## src/rtl/cart_rom_port.sv

```systemverilog
// cart_rom_port
// Final stage of the cartridge mapper. It turns the level-style ROM strobes
// into single requests on a toggle-handshake SDRAM channel, and it returns
// read data with a ready flag. A one-word read cache serves repeated reads
// of the same word without SDRAM traffic. A read or write that arrives while
// a request is in flight is held in a one-deep slot. It is serviced when the
// FSM returns to IDLE, and a held write is serviced before a held read.

module cart_rom_port #(
  parameter logic [24:0] BASE_ADDR = 25'h0000000,
  parameter bit          WR_EN     = 1'b1
) (
  input  logic        CLK,
  input  logic        RST_N,
  input  logic [22:0] ROM_A,
  input  logic [15:0] ROM_DO,
  input  logic        ROM_RD,
  input  logic        ROM_WRL,
  input  logic        ROM_WRH,
  output logic [15:0] ROM_DI,
  output logic        ROM_RDY,
  output logic        ROM_WACK,
  output logic [23:0] MEM_ADDR,
  output logic [15:0] MEM_DO,
  output logic [1:0]  MEM_BE,
  output logic        MEM_WE,
  output logic        MEM_REQ,
  input  logic        MEM_ACK,
  input  logic [15:0] MEM_DI
);

  // Word-granular base: the byte-lane bit of BASE_ADDR has no meaning here.
  localparam logic [23:0] BASE_WORD = BASE_ADDR[24:1];

  typedef enum logic [1:0] {
    S_IDLE    = 2'd0,
    S_RD_WAIT = 2'd1,
    S_WR_WAIT = 2'd2
  } state_t;

  // Bus history used for edge/event detection.
  logic        r_rd_q;
  logic        r_wrl_q;
  logic        r_wrh_q;
  logic [22:0] r_a_q;

  // FSM and SDRAM channel registers.
  state_t      r_state;
  logic        r_mem_req;
  logic [23:0] r_mem_addr;
  logic [15:0] r_mem_do;
  logic [1:0]  r_mem_be;
  logic        r_mem_we;
  logic [22:0] r_req_a;

  // Mapper-side return registers.
  logic [15:0] r_rom_di;
  logic        r_rdy;
  logic        r_wack;

  // One-word read cache.
  logic        r_tag_vld;
  logic [22:0] r_tag;
  logic [15:0] r_cache_d;

  // Events held while a request is outstanding.
  logic        r_pend_rd;
  logic        r_pend_wr;
  logic [22:0] r_pw_a;
  logic [15:0] r_pw_d;
  logic [1:0]  r_pw_be;

  logic        w_a_chg;
  logic        w_rd_evt;
  logic        w_wr_evt;
  logic        w_stale;
  logic        w_done;
  logic        w_idle_go;
  logic        w_wr_take;
  logic        w_rd_want;
  logic        w_rd_take;
  logic        w_hit;
  logic [22:0] w_wr_a;
  logic [15:0] w_wr_d;
  logic [1:0]  w_wr_be;
  logic [15:0] w_merge;
  logic [23:0] w_rd_mem_addr;
  logic [23:0] w_wr_mem_addr;

  // A read event is a rising ROM_RD or an address change while ROM_RD is
  // held. A write event is the first cycle of either byte strobe.
  assign w_a_chg  = (ROM_A != r_a_q);
  assign w_rd_evt = ROM_RD & (~r_rd_q | w_a_chg);
  assign w_wr_evt = (ROM_WRL | ROM_WRH) & ~(r_wrl_q | r_wrh_q);

  // A request is outstanding while REQ and ACK differ. The request has
  // completed when they match again.
  assign w_done  = (r_mem_req == MEM_ACK);
  assign w_stale = ~w_done;

  // IDLE issues nothing while a late ACK from before a reset is still being
  // absorbed. Otherwise a write (new or held) wins over a read.
  assign w_idle_go = (r_state == S_IDLE) & ~w_stale;
  assign w_wr_take = w_idle_go & (r_pend_wr | w_wr_evt);
  assign w_rd_want = w_rd_evt | (r_pend_rd & ROM_RD);
  assign w_rd_take = w_idle_go & ~(r_pend_wr | w_wr_evt) & w_rd_want;

  // A read always targets the current ROM_A. Any older address has lost
  // interest by the time the read is serviced.
  assign w_hit         = r_tag_vld & (r_tag == ROM_A);
  assign w_rd_mem_addr = BASE_WORD + {1'b0, ROM_A};
  assign w_wr_mem_addr = BASE_WORD + {1'b0, w_wr_a};

  // Select the write source (held slot first) and build the coherent cache
  // word from the outstanding write's enabled bytes.
  // NOTE: every output of an always_comb gets a default before any branch,
  // so no path can leave a value unassigned and infer a latch.
  always_comb begin
    w_wr_a  = ROM_A;
    w_wr_d  = ROM_DO;
    w_wr_be = {ROM_WRH, ROM_WRL};
    if (r_pend_wr) begin
      w_wr_a  = r_pw_a;
      w_wr_d  = r_pw_d;
      w_wr_be = r_pw_be;
    end
    w_merge = r_cache_d;
    if (r_mem_be[1]) w_merge[15:8] = r_mem_do[15:8];
    if (r_mem_be[0]) w_merge[7:0]  = r_mem_do[7:0];
  end

  // Register the strobes and address for event detection.
  // NOTE: state uses non-blocking assignments only. All flops then sample
  // pre-edge values, whatever order the simulator evaluates the blocks in.
  always_ff @(posedge CLK) begin
    if (!RST_N) begin
      r_rd_q  <= 1'b0;
      r_wrl_q <= 1'b0;
      r_wrh_q <= 1'b0;
      r_a_q   <= '0;
    end else begin
      r_rd_q  <= ROM_RD;
      r_wrl_q <= ROM_WRL;
      r_wrh_q <= ROM_WRH;
      r_a_q   <= ROM_A;
    end
  end

  // Hold events that the FSM cannot service this cycle. A newer event of
  // the same kind replaces the held one.
  always_ff @(posedge CLK) begin
    if (!RST_N) begin
      r_pend_rd <= 1'b0;
      r_pend_wr <= 1'b0;
      r_pw_a    <= '0;
      r_pw_d    <= '0;
      r_pw_be   <= '0;
    end else begin
      if (w_wr_evt && !(w_wr_take && !r_pend_wr)) begin
        r_pend_wr <= 1'b1;
        r_pw_a    <= ROM_A;
        r_pw_d    <= ROM_DO;
        r_pw_be   <= {ROM_WRH, ROM_WRL};
      end else if (w_wr_take) begin
        r_pend_wr <= 1'b0;
      end

      if (w_rd_take) begin
        r_pend_rd <= 1'b0;
      end else begin
        r_pend_rd <= (r_pend_rd & ROM_RD) | w_rd_evt;
      end
    end
  end

  // Main FSM: issue requests, retire completions, and maintain the cache
  // and the mapper-side flags.
  // NOTE: the one-word cache is reset along with everything else. Hits
  // still depend only on r_tag_vld, so the data reset is just for hygiene.
  always_ff @(posedge CLK) begin
    if (!RST_N) begin
      r_state    <= S_IDLE;
      r_mem_req  <= MEM_ACK;
      r_mem_addr <= '0;
      r_mem_do   <= '0;
      r_mem_be   <= '0;
      r_mem_we   <= 1'b0;
      r_req_a    <= '0;
      r_rom_di   <= '0;
      r_rdy      <= 1'b0;
      r_wack     <= 1'b0;
      r_tag_vld  <= 1'b0;
      r_tag      <= '0;
      r_cache_d  <= '0;
    end else begin
      r_wack <= 1'b0;
      // Ready belongs to one address only: drop it on a falling read or an
      // address change. The branches below may set it again for the new
      // address.
      if (!ROM_RD || w_a_chg) r_rdy <= 1'b0;

      case (r_state)
        S_IDLE: begin
          if (w_stale) begin
            r_mem_req <= MEM_ACK;
          end else if (w_wr_take) begin
            if (WR_EN) begin
              r_mem_addr <= w_wr_mem_addr;
              r_mem_do   <= w_wr_d;
              r_mem_be   <= w_wr_be;
              r_mem_we   <= 1'b1;
              r_mem_req  <= ~r_mem_req;
              r_req_a    <= w_wr_a;
              r_state    <= S_WR_WAIT;
            end else begin
              r_wack <= 1'b1;
            end
          end else if (w_rd_take) begin
            if (w_hit) begin
              r_rom_di <= r_cache_d;
              r_rdy    <= 1'b1;
            end else begin
              r_rdy      <= 1'b0;
              r_mem_addr <= w_rd_mem_addr;
              r_mem_be   <= 2'b11;
              r_mem_we   <= 1'b0;
              r_mem_req  <= ~r_mem_req;
              r_req_a    <= ROM_A;
              r_state    <= S_RD_WAIT;
            end
          end
        end

        S_RD_WAIT: begin
          if (w_done) begin
            r_rom_di  <= MEM_DI;
            r_cache_d <= MEM_DI;
            r_tag     <= r_req_a;
            r_tag_vld <= 1'b1;
            r_rdy     <= ROM_RD && (ROM_A == r_req_a);
            r_state   <= S_IDLE;
          end
        end

        S_WR_WAIT: begin
          if (w_done) begin
            r_wack <= 1'b1;
            if (r_tag_vld && (r_tag == r_req_a)) r_cache_d <= w_merge;
            r_state <= S_IDLE;
          end
        end

        default: r_state <= S_IDLE;
      endcase
    end
  end

  assign ROM_DI   = r_rom_di;
  assign ROM_RDY  = r_rdy;
  assign ROM_WACK = r_wack;
  assign MEM_ADDR = r_mem_addr;
  assign MEM_DO   = r_mem_do;
  assign MEM_BE   = r_mem_be;
  assign MEM_WE   = r_mem_we;
  assign MEM_REQ  = r_mem_req;

endmodule

```

## config.mk

```make
export PLATFORM = sky130hd
export DESIGN_NAME = cart_rom_port
export DESIGN_NICKNAME = d
export VERILOG_FILES = /design/src/rtl/cart_rom_port.sv
export SDC_FILE = /design/constraint.sdc
export NUM_CORES = 1
export LEC_CHECK = 0
export ABC_AREA = 1
export CORE_MARGIN = 2
export CORE_UTILIZATION = 55
export DETAILED_ROUTE_END_ITERATION = 16
export GPL_ROUTABILITY_DRIVEN = 0
export PLACE_DENSITY = 0.84
export SETUP_SLACK_MARGIN = 0.15
export SLEW_MARGIN = 20
export SYNTH_ARGS = -nofsm -noshare
export SYNTH_HDL_FRONTEND = slang
export SYNTH_SLANG_ARGS = --single-unit
```

## constraint.sdc

```tcl
create_clock -name CLK -period 2.16 [get_ports CLK]
set_clock_uncertainty 0.15 [all_clocks]
set_input_delay 0.216 -clock CLK [delete_from_list [all_inputs] [get_ports CLK]]
set_output_delay 0.216 -clock CLK [all_outputs]
set_load 0.05 [all_outputs]
```

==> run summary <==
DRT iter0 DRCs - 1304
Headroom to the max-slew limit - 63.19%
Vias in the first global route - 7667
Largest stage delay on the critical path - 440 ps
Path type of the worst min-delay path - in2reg
Syn Std Cell Area - 8299 µm²
TritonCTS clock tree - yes
Via count - 8924
Flip-flop and latch count after synthesis - 172
Min Clock Period, post-route - 2182 ps
# H-tree levels - 4
Post-synth EDFFs - 1
Buffers added on ports - 121
Worst Path Buf+Inv - 2
Number of nets at the end of the flow - 1502
Number of standard cells after synthesis - 1264
Pwr Density - 948.2 nW/µm²
Total non-filler cell area in the finished layout - 11300 µm²
I/O pin count - 123
Least-Margin Pin Slew - 550.5 ps
Clock insertion delay at the later pin of the skew report - 430 ps
Placed standard-cell area - 10130 µm²
Critical path's slowest cell - sky130_fd_sc_hd__edfxtp_1
TritonCTS buffer count - 17
Detailed-route vias per instance - 5.461
Setup crit start kind - register
Half-perimeter wire length of the detailed placement result - 15870 µm
Share of flip-flops with an asynchronous set or reset - 0%
Final global-route overflow total - 0
Leakage - 5.330 nW
Wire length of the first global-routing pass - 37690 µm
Worst-path cell chain - or2_1 > nand2_2 > inv_4 > nor2_8 > nand2_4 > nor2_4 > nand3_2 > nand2_8 > buf_12 > o21ai_2 > a21oi_1
Area of the core - 14640 µm²
Residual antenna-violating net count after detailed routing - 0
Area enclosed by the die boundary - 16090 µm²
Max-cap violations - 0
Synth Flop Type - sky130_fd_sc_hd__dfxtp_1
Post-DR wirelength/cell - 16.02 µm
Clock Path Buffers - 2
Worst setup timing slack at the placement stage - -380.3 ps
Std-Cell Rows - 44
Final total power - 10.72 mW
Clock transition at the registers of the reported paths - 60 ps
Total of warnings raised by yosys - 0
Result of the run - finished with violations
Final setup violation count - 4
Distinct cells, synth - 37
Post-Syn Nets - 1328
Largest fanout on the critical path - 8
Worst vdd rail ir drop - 662.0 µV
RSZ-0062 raised after global routing - true
Starting utilization of the core area - 56.67%
Largest net degree at the start of global routing - 68
Die Ht - 126.8 µm
DR DRC count - 0
Number of clock sinks seen by CTS - 172
Post-synthesis sequential area ratio - 41.61%
Syn-to-layout area delta - 36.17%
Avg Cell Area, Syn - 6.566 µm²
GRT Resource Usage Total - 28.90%
Final Worst Setup Slack - -21.64 ps
Final Slew Violations - 0
ANT cells - 0
Root Buffer - sky130_fd_sc_hd__clkbuf_16
Setup CP Type - reg2reg
Final hold viol count - 1
Required time of the critical path - 2340 ps
Worst hold slack - -11.68 ps
Cell type group with the largest total delay on the critical path - simple AND/OR/NAND/NOR gates
Fraction of final layout cells with drive strength greater than 1 - 15.24%
Highest achievable clock rate - 458.4 MHz
Util after Layout - 77.17%
DIE WIDTH - 126.8 µm
CP arrival - 2360 ps
Violated checks - hold timing, setup timing
Final Cycle Share - 101.0%
Detailed Route WL - 26180 µm
Nature of the critical path endpoint - register
Antenna violations before repair - 0
Pre-Repair DR Iteration Count - 9
[Yosys cell counts (2+ instances only)]
master                       n  area [µm²]
sky130_fd_sc_hd__nand2_1   381        1430
sky130_fd_sc_hd__inv_1     176       660.6
sky130_fd_sc_hd__nand2_2     3       18.77
sky130_fd_sc_hd__nand3_1    10       50.05
sky130_fd_sc_hd__buf_6       9       101.4
sky130_fd_sc_hd__nor2_1    119       446.7
sky130_fd_sc_hd__nand4_1     8       50.05
sky130_fd_sc_hd__a31oi_1    16       100.1
sky130_fd_sc_hd__buf_4       4       30.03
sky130_fd_sc_hd__o21ai_1    18       90.09
sky130_fd_sc_hd__nor3_1      2       10.01
sky130_fd_sc_hd__buf_2      16       80.08
sky130_fd_sc_hd__xor2_1      7       61.31
sky130_fd_sc_hd__a21oi_1    97       485.5
sky130_fd_sc_hd__or2_1       2       12.51
sky130_fd_sc_hd__or2_2       3       18.77
sky130_fd_sc_hd__clkbuf_1   30       112.6
sky130_fd_sc_hd__dfxtp_1   171        3423
sky130_fd_sc_hd__o21ai_0   132       660.6
sky130_fd_sc_hd__ha_1        3       37.54
sky130_fd_sc_hd__xnor2_1    10       87.58
sky130_fd_sc_hd__inv_2      13       48.80
sky130_fd_sc_hd__o22ai_1    17       106.4
sky130_fd_sc_hd__nor2_2      4       25.02
[routing by layer]
| layer | GRT usage [%] | vias up | wire [µm] |
|---|---|---|---|
| met3 | 5.820 | 90 | 2504 |
| met5 | 0 | - | 0 |
| met2 | 45.45 | 516 | 12200 |
| met1 | 39.17 | 4027 | 10700 |
| li1 | - | 4291 | - |
| met4 | 11.51 | 0 | 778 |
[cell type report]
| class | count | area, µm² |
|---|---|---|
| flip-flops and latches | 172 | 3470 |
| multi-input cells | 843 | 4081 |
| clock buffers | 22 | 464.2 |
| well taps | 184 | 230.2 |
| inverters | 189 | 726.9 |
| repair buffers | 215 | 2191 |
| clock inverters | 9 | 137.6 |
| fillers | 989 | 3343 |
[placed cells by master, fill, tap and decap left out, types with 11 or more instances in the layout]
| master | Yosys | layout |
|---|---|---|
| sky130_fd_sc_hd__clkbuf_16 | 0 | 25 |
| sky130_fd_sc_hd__dlygate4sd2_1 | 0 | 40 |
| sky130_fd_sc_hd__inv_2 | 13 | 18 |
| sky130_fd_sc_hd__dfxtp_2 | 0 | 13 |
| sky130_fd_sc_hd__o21ai_0 | 132 | 108 |
| sky130_fd_sc_hd__o22ai_1 | 17 | 17 |
| sky130_fd_sc_hd__clkdlybuf4s50_1 | 0 | 68 |
| sky130_fd_sc_hd__a31oi_1 | 16 | 16 |
| sky130_fd_sc_hd__a21oi_1 | 97 | 82 |
| sky130_fd_sc_hd__nor2_1 | 119 | 109 |
| sky130_fd_sc_hd__dlymetal6s2s_1 | 0 | 11 |
| sky130_fd_sc_hd__dfxtp_1 | 171 | 158 |
| sky130_fd_sc_hd__o21ai_1 | 18 | 25 |
| sky130_fd_sc_hd__buf_4 | 4 | 68 |
| sky130_fd_sc_hd__a21oi_2 | 0 | 15 |
| sky130_fd_sc_hd__inv_1 | 176 | 168 |
| sky130_fd_sc_hd__o21ai_2 | 1 | 11 |
| sky130_fd_sc_hd__nand2_1 | 381 | 376 |
[path summary, 6_finish.rpt]
path                            startpoint     endpoint  slack, ps  depth (start not counted)
worst max-delay path               MEM_REQ  MEM_ADDR[0]        -20                         11
worst min-delay path             ROM_A[20]    r_a_q[20]        -10                          3
worst max register to register     MEM_REQ  MEM_ADDR[0]        -20                         11
worst min register to register   r_pw_d[5]    r_pw_d[5]        290                          2
[cells by family (layout without fill, tap and decap cells)]
kind of cell	count (synthesis)	after routing	synth area share, %
other	1	1	0.04519
AOI/OAI and AO/OA	285	285	18.03
xor gates and xnor gates	17	17	1.794
buffers and inverters	249	435	12.50
DFF	172	172	41.61
and+or+nand+nor	537	537	25.57
adders and majority gates	3	3	0.4523
[metrics by stage]
step	setup TNS [ps]	std cells
6_report	-31.17	1634
5_1_grt	-3226	1634
4_1_cts	0	1617
3_5_place_dp	-21380	1584
3_3_place_gp	-16360	1584
2_1_floorplan	-87.96	1264
[worst reg2reg max path: stages (launching register included)]
cell and delay, ps:
sky130_fd_sc_hd__edfxtp_1 440, sky130_fd_sc_hd__or2_1 260, sky130_fd_sc_hd__nand2_2 100, sky130_fd_sc_hd__inv_4 60
sky130_fd_sc_hd__nor2_8 110, sky130_fd_sc_hd__nand2_4 70, sky130_fd_sc_hd__nor2_4 130, sky130_fd_sc_hd__nand3_2 160
sky130_fd_sc_hd__nand2_8 200, sky130_fd_sc_hd__buf_12 150, sky130_fd_sc_hd__o21ai_2 50, sky130_fd_sc_hd__a21oi_1 210
[flip-flops by register name, indices dropped and copies added (netlist names), 2 cells and up]
| register | count |
|---|---|
| ROM_DI | 16 |
| MEM_ADDR | 23 |
| r_pw_be | 2 |
| r_tag | 23 |
| r_pw_a | 23 |
| r_state | 2 |
| r_a_q | 23 |
| MEM_DO | 16 |
| r_cache_d | 16 |
| MEM_BE | 2 |
| r_pw_d | 16 |
[what timing repair did]
item                       CTS  global route
gates resized for setup     56            97
buffers inserted             1             5
setup endpoints to repair   95           122
hold buffers                 0             2
gates cloned                 1            10
hold endpoints to repair     0             2
pin swaps                    2            19
[where the power goes]
group / switching (mW) / internal [mW]
clock: 1.27 / 1.88
combinational: 2.26 / 1.33
sequential: 0.388 / 3.58
total: 3.92 / 6.80
Note: power is estimated with default switching activity, not from simulation.
